[src/rtl/fp16_pkg.sv]
// rtl/fp16_pkg.sv - shared binary16 parameters, enums and constants
package fp16_pkg;
   localparam int NE   = 5;
   localparam int NF   = 10;
   localparam int SW   = 3*NF + 4;
   localparam int BIAS = 15;
   // Internal exponent carries one extra bit beyond in_exp so normalize/round increments cannot wrap
   localparam int EW   = NE + 3;

   localparam logic signed [EW-1:0] EXP_ONE = EW'(1);
   localparam logic signed [EW-1:0] EXP_INF = EW'((1 << NE) - 1);

   typedef enum logic [1:0] {
      RM_RZ  = 2'b00,
      RM_RNE = 2'b01,
      RM_RM  = 2'b10,
      RM_RP  = 2'b11
   } rmode_e;

   localparam int FLAG_NX  = 0;
   localparam int FLAG_UNF = 1;
   localparam int FLAG_OVF = 2;
   localparam int FLAG_INV = 3;

   localparam logic [15:0] QNAN16   = 16'h7E00;
   localparam logic [15:0] INF16    = 16'h7C00;
   localparam logic [15:0] MAXNUM16 = 16'h7BFF;

   typedef enum logic [1:0] {
      S_IDLE  = 2'b00,
      S_NORM  = 2'b01,
      S_ROUND = 2'b10,
      S_DONE  = 2'b11
   } state_e;
endpackage

[src/rtl/fround16_rnd.sv]
// rtl/fround16_rnd.sv - combinational round decision and binary16 pack
module fround16_rnd
   import fp16_pkg::*;
(
   input  logic                 i_sign,
   input  logic signed [EW-1:0] i_exp,
   input  logic [SW-1:0]        i_sig,
   input  logic                 i_sticky,
   input  logic                 i_nan,
   input  logic                 i_inf,
   input  logic                 i_invalid,
   input  rmode_e               i_rm,
   output logic [NE+NF:0]       o_result,
   output logic [3:0]           o_flags
);
   logic                 w_hidden;
   logic [NF-1:0]        w_frac;
   logic                 w_l;
   logic                 w_g;
   logic                 w_s;
   logic                 w_nx;
   logic                 w_up;
   logic [NF+1:0]        w_sum;
   logic signed [EW-1:0] w_exp_r;
   logic                 w_hid_r;
   logic [NF-1:0]        w_man_r;
   logic                 w_ovf;
   logic                 w_to_inf;
   logic [NE-1:0]        w_field;

   always_comb begin
      w_hidden = i_sig[SW-2];
      w_frac   = i_sig[SW-3 -: NF];
      w_l      = w_frac[0];
      w_g      = i_sig[SW-3-NF];
      w_s      = (|i_sig[SW-4-NF:0]) | i_sticky;
      w_nx     = w_g | w_s;
      unique case (i_rm)
         RM_RZ:  w_up = 1'b0;
         RM_RNE: w_up = w_g & (w_l | w_s);
         RM_RM:  w_up = i_sign & w_nx;
         RM_RP:  w_up = ~i_sign & w_nx;
      endcase
      w_sum = {1'b0, w_hidden, w_frac} + {{(NF+1){1'b0}}, w_up};
      // A carry past the hidden bit renormalizes to 1.0 with the next exponent
      if (w_sum[NF+1]) begin
         w_exp_r = i_exp + EXP_ONE;
         w_hid_r = 1'b1;
         w_man_r = '0;
      end else begin
         w_exp_r = i_exp;
         w_hid_r = w_sum[NF];
         w_man_r = w_sum[NF-1:0];
      end
      w_ovf    = w_hid_r && (w_exp_r >= EXP_INF);
      w_to_inf = (i_rm == RM_RNE) || (i_rm == RM_RP && !i_sign) || (i_rm == RM_RM && i_sign);
      w_field  = w_hid_r ? w_exp_r[NE-1:0] : '0;

      o_result           = {i_sign, w_field, w_man_r};
      o_flags            = '0;
      o_flags[FLAG_INV]  = i_invalid;
      o_flags[FLAG_NX]   = w_nx;
      o_flags[FLAG_UNF]  = (w_field == '0) && w_nx;
      if (w_ovf) begin
         o_result          = w_to_inf ? {i_sign, INF16[NE+NF-1:0]} : {i_sign, MAXNUM16[NE+NF-1:0]};
         o_flags[FLAG_OVF] = 1'b1;
         o_flags[FLAG_NX]  = 1'b1;
         o_flags[FLAG_UNF] = 1'b0;
      end
      if (i_inf) begin
         o_result = {i_sign, INF16[NE+NF-1:0]};
         o_flags  = {i_invalid, 3'b000};
      end
      if (i_nan) begin
         o_result = QNAN16;
         o_flags  = {i_invalid, 3'b000};
      end
   end
endmodule

[src/rtl/fround_pack16.sv]
// rtl/fround_pack16.sv - iterative normalize/round/pack unit for binary16 results
module fround_pack16
   import fp16_pkg::*;
(
   input  logic            clk,
   input  logic            reset_n,
   input  logic            in_valid,
   output logic            in_ready,
   input  logic            in_sign,
   input  logic [NE+1:0]   in_exp,
   input  logic [SW-1:0]   in_sig,
   input  logic            in_sticky,
   input  logic            in_nan,
   input  logic            in_inf,
   input  logic            in_invalid,
   input  logic [1:0]      roundmode,
   output logic            out_valid,
   input  logic            out_ready,
   output logic [NE+NF:0]  result,
   output logic [3:0]      flags
);
   state_e               r_state;
   state_e               w_next;
   logic                 r_sign;
   logic signed [EW-1:0] r_exp;
   logic [SW-1:0]        r_sig;
   logic                 r_sticky;
   logic                 r_nan;
   logic                 r_inf;
   logic                 r_invalid;
   rmode_e               r_rm;
   logic [NE+NF:0]       r_result;
   logic [3:0]           r_flags;
   logic [NE+NF:0]       w_rnd_result;
   logic [3:0]           w_rnd_flags;
   logic                 w_zero;
   logic                 w_shr;
   logic                 w_shl;

   always_comb begin
      w_zero = (r_sig == '0) && !r_sticky;
      w_shr  = r_sig[SW-1] || (r_exp < EXP_ONE);
      w_shl  = !r_sig[SW-2] && (r_exp > EXP_ONE);
      w_next = r_state;
      unique case (r_state)
         S_IDLE:  if (in_valid) w_next = (in_nan || in_inf) ? S_ROUND : S_NORM;
         S_NORM:  if (w_zero || !(w_shr || w_shl)) w_next = S_ROUND;
         S_ROUND: w_next = S_DONE;
         S_DONE:  if (out_ready) w_next = S_IDLE;
      endcase
   end

   always_ff @(posedge clk) begin
      if (!reset_n) begin
         r_state   <= S_IDLE;
         r_sign    <= 1'b0;
         r_exp     <= '0;
         r_sig     <= '0;
         r_sticky  <= 1'b0;
         r_nan     <= 1'b0;
         r_inf     <= 1'b0;
         r_invalid <= 1'b0;
         r_rm      <= RM_RZ;
         r_result  <= '0;
         r_flags   <= '0;
      end else begin
         r_state <= w_next;
         unique case (r_state)
            S_IDLE: if (in_valid) begin
               r_sign    <= in_sign;
               r_exp     <= {in_exp[NE+1], in_exp};
               r_sig     <= in_sig;
               r_sticky  <= in_sticky;
               r_nan     <= in_nan;
               r_inf     <= in_inf;
               r_invalid <= in_invalid;
               r_rm      <= rmode_e'(roundmode);
            end
            S_NORM: if (!w_zero) begin
               if (w_shr) begin
                  r_sig    <= r_sig >> 1;
                  r_sticky <= r_sticky | r_sig[0];
                  // Everything shifted out: park at the subnormal exponent and stop
                  r_exp    <= (r_sig[SW-1:1] == '0) ? EXP_ONE : r_exp + EXP_ONE;
               end else if (w_shl) begin
                  r_sig <= r_sig << 1;
                  r_exp <= r_exp - EXP_ONE;
               end
            end
            S_ROUND: begin
               r_result <= w_rnd_result;
               r_flags  <= w_rnd_flags;
            end
            S_DONE: ;
         endcase
      end
   end

   fround16_rnd u_rnd (
      .i_sign    (r_sign),
      .i_exp     (r_exp),
      .i_sig     (r_sig),
      .i_sticky  (r_sticky),
      .i_nan     (r_nan),
      .i_inf     (r_inf),
      .i_invalid (r_invalid),
      .i_rm      (r_rm),
      .o_result  (w_rnd_result),
      .o_flags   (w_rnd_flags)
   );

   assign in_ready  = (r_state == S_IDLE);
   assign out_valid = (r_state == S_DONE);
   assign result    = r_result;
   assign flags     = r_flags;
endmodule
[config.mk]
export PLATFORM = sky130hd
export DESIGN_NAME = fround_pack16
export DESIGN_NICKNAME = d
export VERILOG_FILES = /design/src/rtl/fp16_pkg.sv /design/src/rtl/fround16_rnd.sv /design/src/rtl/fround_pack16.sv
export SDC_FILE = /design/constraint.sdc
export NUM_CORES = 1
export LEC_CHECK = 0
export ABC_CLOCK_PERIOD_IN_PS = 4200
export CAP_MARGIN = 10
export CORE_UTILIZATION = 40
export DETAILED_ROUTE_END_ITERATION = 8
export DONT_BUFFER_PORTS = 1
export PLACE_DENSITY = 0.55
export SLEW_MARGIN = 0
export SYNTH_ARGS = -nofsm -noshare
export SYNTH_HDL_FRONTEND = slang
export SYNTH_SLANG_ARGS = --single-unit
[constraint.sdc]
create_clock -name clk -period 4.2 [get_ports clk]
set_input_delay 0.63 -clock clk [delete_from_list [all_inputs] [get_ports clk]]
set_output_delay 0.63 -clock clk [all_outputs]
set_load 0.02 [all_outputs]
==> results_dict.tcl <==
set metrics [dict create \
    r2r_end "result[10]$_SDFFE_PN0P_" \
    final_layout_size_suffix_gt1_frac 0.0719 \
    cts_num_sinks 71 \
    synth_edf_count 0 \
    diodes 0 \
    core_area_um2 10900 \
    cp-start-kind "register" \
    finalHoldViolations 0 \
    drc 0 \
    critPathArrivalTime_ps 3810 \
    rrSetupSlack_ps 670 \
    crit_buf_inv 0 \
    yosys_warnings 0 \
    numPortBuffers 0 \
    crit_chain "nor4_1 -> nand3_1 -> or4_1 -> o211ai_1 -> nand2_1 -> ha_1 -> nand3_1 -> or3_1 -> nor4_4 -> o221a_4 -> or2_2 -> a211oi_1 -> o221a_1" \
    final-max-slew-violation-count 0 \
    cts_setup_buffers 0 \
    outcome "complete, no violations" \
    mostFrequentLayoutCells "130 x nand2_1, 71 x dfxtp_1, 62 x a21oi_1" \
    mostFrequentLayoutCell "nand2_1" \
    post-route-min-period_ps 3530 \
    drt_iter0_drc 323 \
    hold_buffers 0 \
    placed_area_um2 4450 \
    clkPwrFrac 0.199 \
    synth_area_um2 4530 \
    ys_seq_area_frac 0.314 \
    cp_top_family "simple AND/OR/NAND/NOR gates" \
    grt_remaining_overflow 0 \
    tightest_slew_ps 913 \
    internal_power_mw 1.95 \
    gp_congestion 0.888 \
    reg2regPathDepth 13 \
    startpoint "r_sig[12]$_SDFFE_PN0P_" \
    tns_ps 0 \
    p_leak_nw 1.59 \
    htree_levels 3 \
    rows 38 \
    setup_violations 0 \
    syn_to_final_growth_pct 4.73 \
    irDropWorstVdd_v 0.000329 \
    combPwrFrac 0.468 \
    wl_per_cell_um 17.0 \
    power_density_nw_per_um2 792 \
    maxClockFrequency_ghz 0.283 \
    dr_total_vias 4226 \
    rsz0062_at_grt "false" \
    critPathCapture "result[10]$_SDFFE_PN0P_" \
    viasPerCell 5.95 \
    fin_crit_sh 0.841 \
    critPathMostFrequentCell "nand3_1" \
    io_pins 74 \
    pwr-share-seq 0.333 \
    cap_violations 0 \
    skew_ps 7.32 \
    grt_usage 0.215 \
    cts_buffer_depth 2 \
    worstReg2RegStart "r_sig[12]$_SDFFE_PN0P_" \
    grt_max_degree 82 \
    grt_pass1_wl_um 19600 \
    grt_pass1_vias 3907 \
    path_depth 13 \
    cts_tree "done" \
    worst-endpoint-required_ps 4480 \
    syn_area_per_cell_um2 7.56 \
    antenna_found_initial 0 \
    ys_ff_latch 71 \
    relSlewSlack 0.386 \
    die_area_um2 11700 \
    layout.nets 627 \
    dp_hpwl_um 8270 \
    ys_types 61 \
    cp-end-kind "register" \
    die_w_um 108 \
    post_cts.resized_instances 0 \
    cts_buffers 9 \
    critPathKind "register to register" \
    clock_latency_ps 340 \
    cts.clk_slew.worst_paths_ps 60 \
    synth_nets 661 \
    design_area_um2 4740 \
    swShare 0.479 \
    cts-root-buf "clkbuf_16" \
    hold_class "input port to register" \
    slowest_stage "or4_1" \
    async_flop_share 0 \
    dr.pass1.iters 4 \
    critical_path.max_stage_delay_ps 570 \
    power.switching_mw 1.80 \
    die_y_um 108 \
    n_fill_cell 1119 \
    path_max_fanout 7 \
    synthCells 599 \
    synth_ff_type "dfxtp_1" \
    totalWireLength_um 12100 \
    drtAntennaViolNets 0 \
    initial_core_util 0.414 \
]
-- per-stage QoR --
stage                     hold slack (ps)  setup WS, ps  total power, mW   util  instances
after floorplan                       436           987             2.66      -        599
after global placement                449           661             2.99  0.407        694
after detailed placement              462           652             3.01  0.407        694
after CTS                             413           646             3.77  0.433        710
after global routing                  414           354             4.06  0.433        710
final                                 429           668             3.75  0.433        710
-- worst min-delay path by stage --
| stage | depth (start not counted) | end | start | slack, ps |
|---|---|---|---|---|
| 3_5_place_dp | 2 | r_invalid$_SDFFE_PN0P_ | r_invalid$_SDFFE_PN0P_ | 460 |
| 4_1_cts | 1 | result[12]$_SDFFE_PN0P_ | reset_n | 410 |
| 3_3_place_gp | 2 | r_invalid$_SDFFE_PN0P_ | r_invalid$_SDFFE_PN0P_ | 450 |
| 2_1_floorplan | 2 | r_invalid$_SDFFE_PN0P_ | r_invalid$_SDFFE_PN0P_ | 440 |
| 5_1_grt | 1 | result[12]$_SDFFE_PN0P_ | reset_n | 410 |
| 6_report | 1 | result[12]$_SDFFE_PN0P_ | reset_n | 430 |
-- sequential cells by signal, summed over array words and instances (netlist names) --
name / cells
result: 16
r_state: 2
r_invalid: 1
flags: 4
r_rm: 2
r_exp: 8
r_sig: 34
r_nan: 1
r_sign: 1
r_sticky: 1
r_inf: 1
-- cell type report --
type                       count  area [um2]  share of cell area
timing repair buffer           7        52.6              0.0111
tap                          140         175              0.0370
inverter                      13        48.8              0.0103
clock inverter                 7        63.8              0.0135
sequential                    71        1420               0.300
clock buffer                   9         225              0.0475
multi-input combinational    463        2750               0.581
-- synthesized netlist by cell type (4+ instances only) --
cell | n | share of area
nand2_1 | 130 | 0.11
dfxtp_1 | 71 | 0.31
a21oi_1 | 62 | 0.069
nor2_1 | 49 | 0.041
a311o_1 | 31 | 0.069
clkbuf_1 | 28 | 0.023
o21ai_0 | 21 | 0.023
nand3_1 | 16 | 0.018
inv_1 | 12 | 0.010
nand2b_1 | 12 | 0.017
nor4_1 | 11 | 0.015
o211ai_1 | 11 | 0.018
ha_1 | 10 | 0.028
nor3_1 | 10 | 0.011
xor2_1 | 10 | 0.019
buf_2 | 9 | 0.010
and3_1 | 8 | 0.011
buf_6 | 8 | 0.020
xnor2_1 | 8 | 0.015
a211oi_1 | 7 | 0.012
nor2b_1 | 6 | 0.0083
nand4_1 | 4 | 0.0055
-- cells by family (layout without fill, tap and decap cells) --
kind of cell,after synthesis,after routing,synth area share
buf+inv,65,36,0.0788
mux,3,3,0.00664
fa+ha+maj,10,10,0.0276
flops,71,71,0.314
compound gates,167,167,0.264
xor+xnor,18,18,0.0348
simple gates,265,265,0.274
-- per-layer routing --
metal,global-route usage,wire [um],vias up
li1,-,-,2068
met1,0.274,5510,2032
met2,0.349,5650,108
met3,0.0591,696,18
met4,0.0734,193,0
met5,0,0,-
-- power by group through the flow --
stage | Combinational (mW) | Sequential, mW | Clock, mW
global placement | 1.74 | 1.25 | 0
finish | 1.76 | 1.25 | 0.747
floorplan | 1.58 | 1.08 | 0
detailed placement | 1.76 | 1.25 | 0
global route | 1.97 | 1.29 | 0.796
CTS | 1.76 | 1.24 | 0.768
No activity file was read; power rests on OpenSTA's default activity.
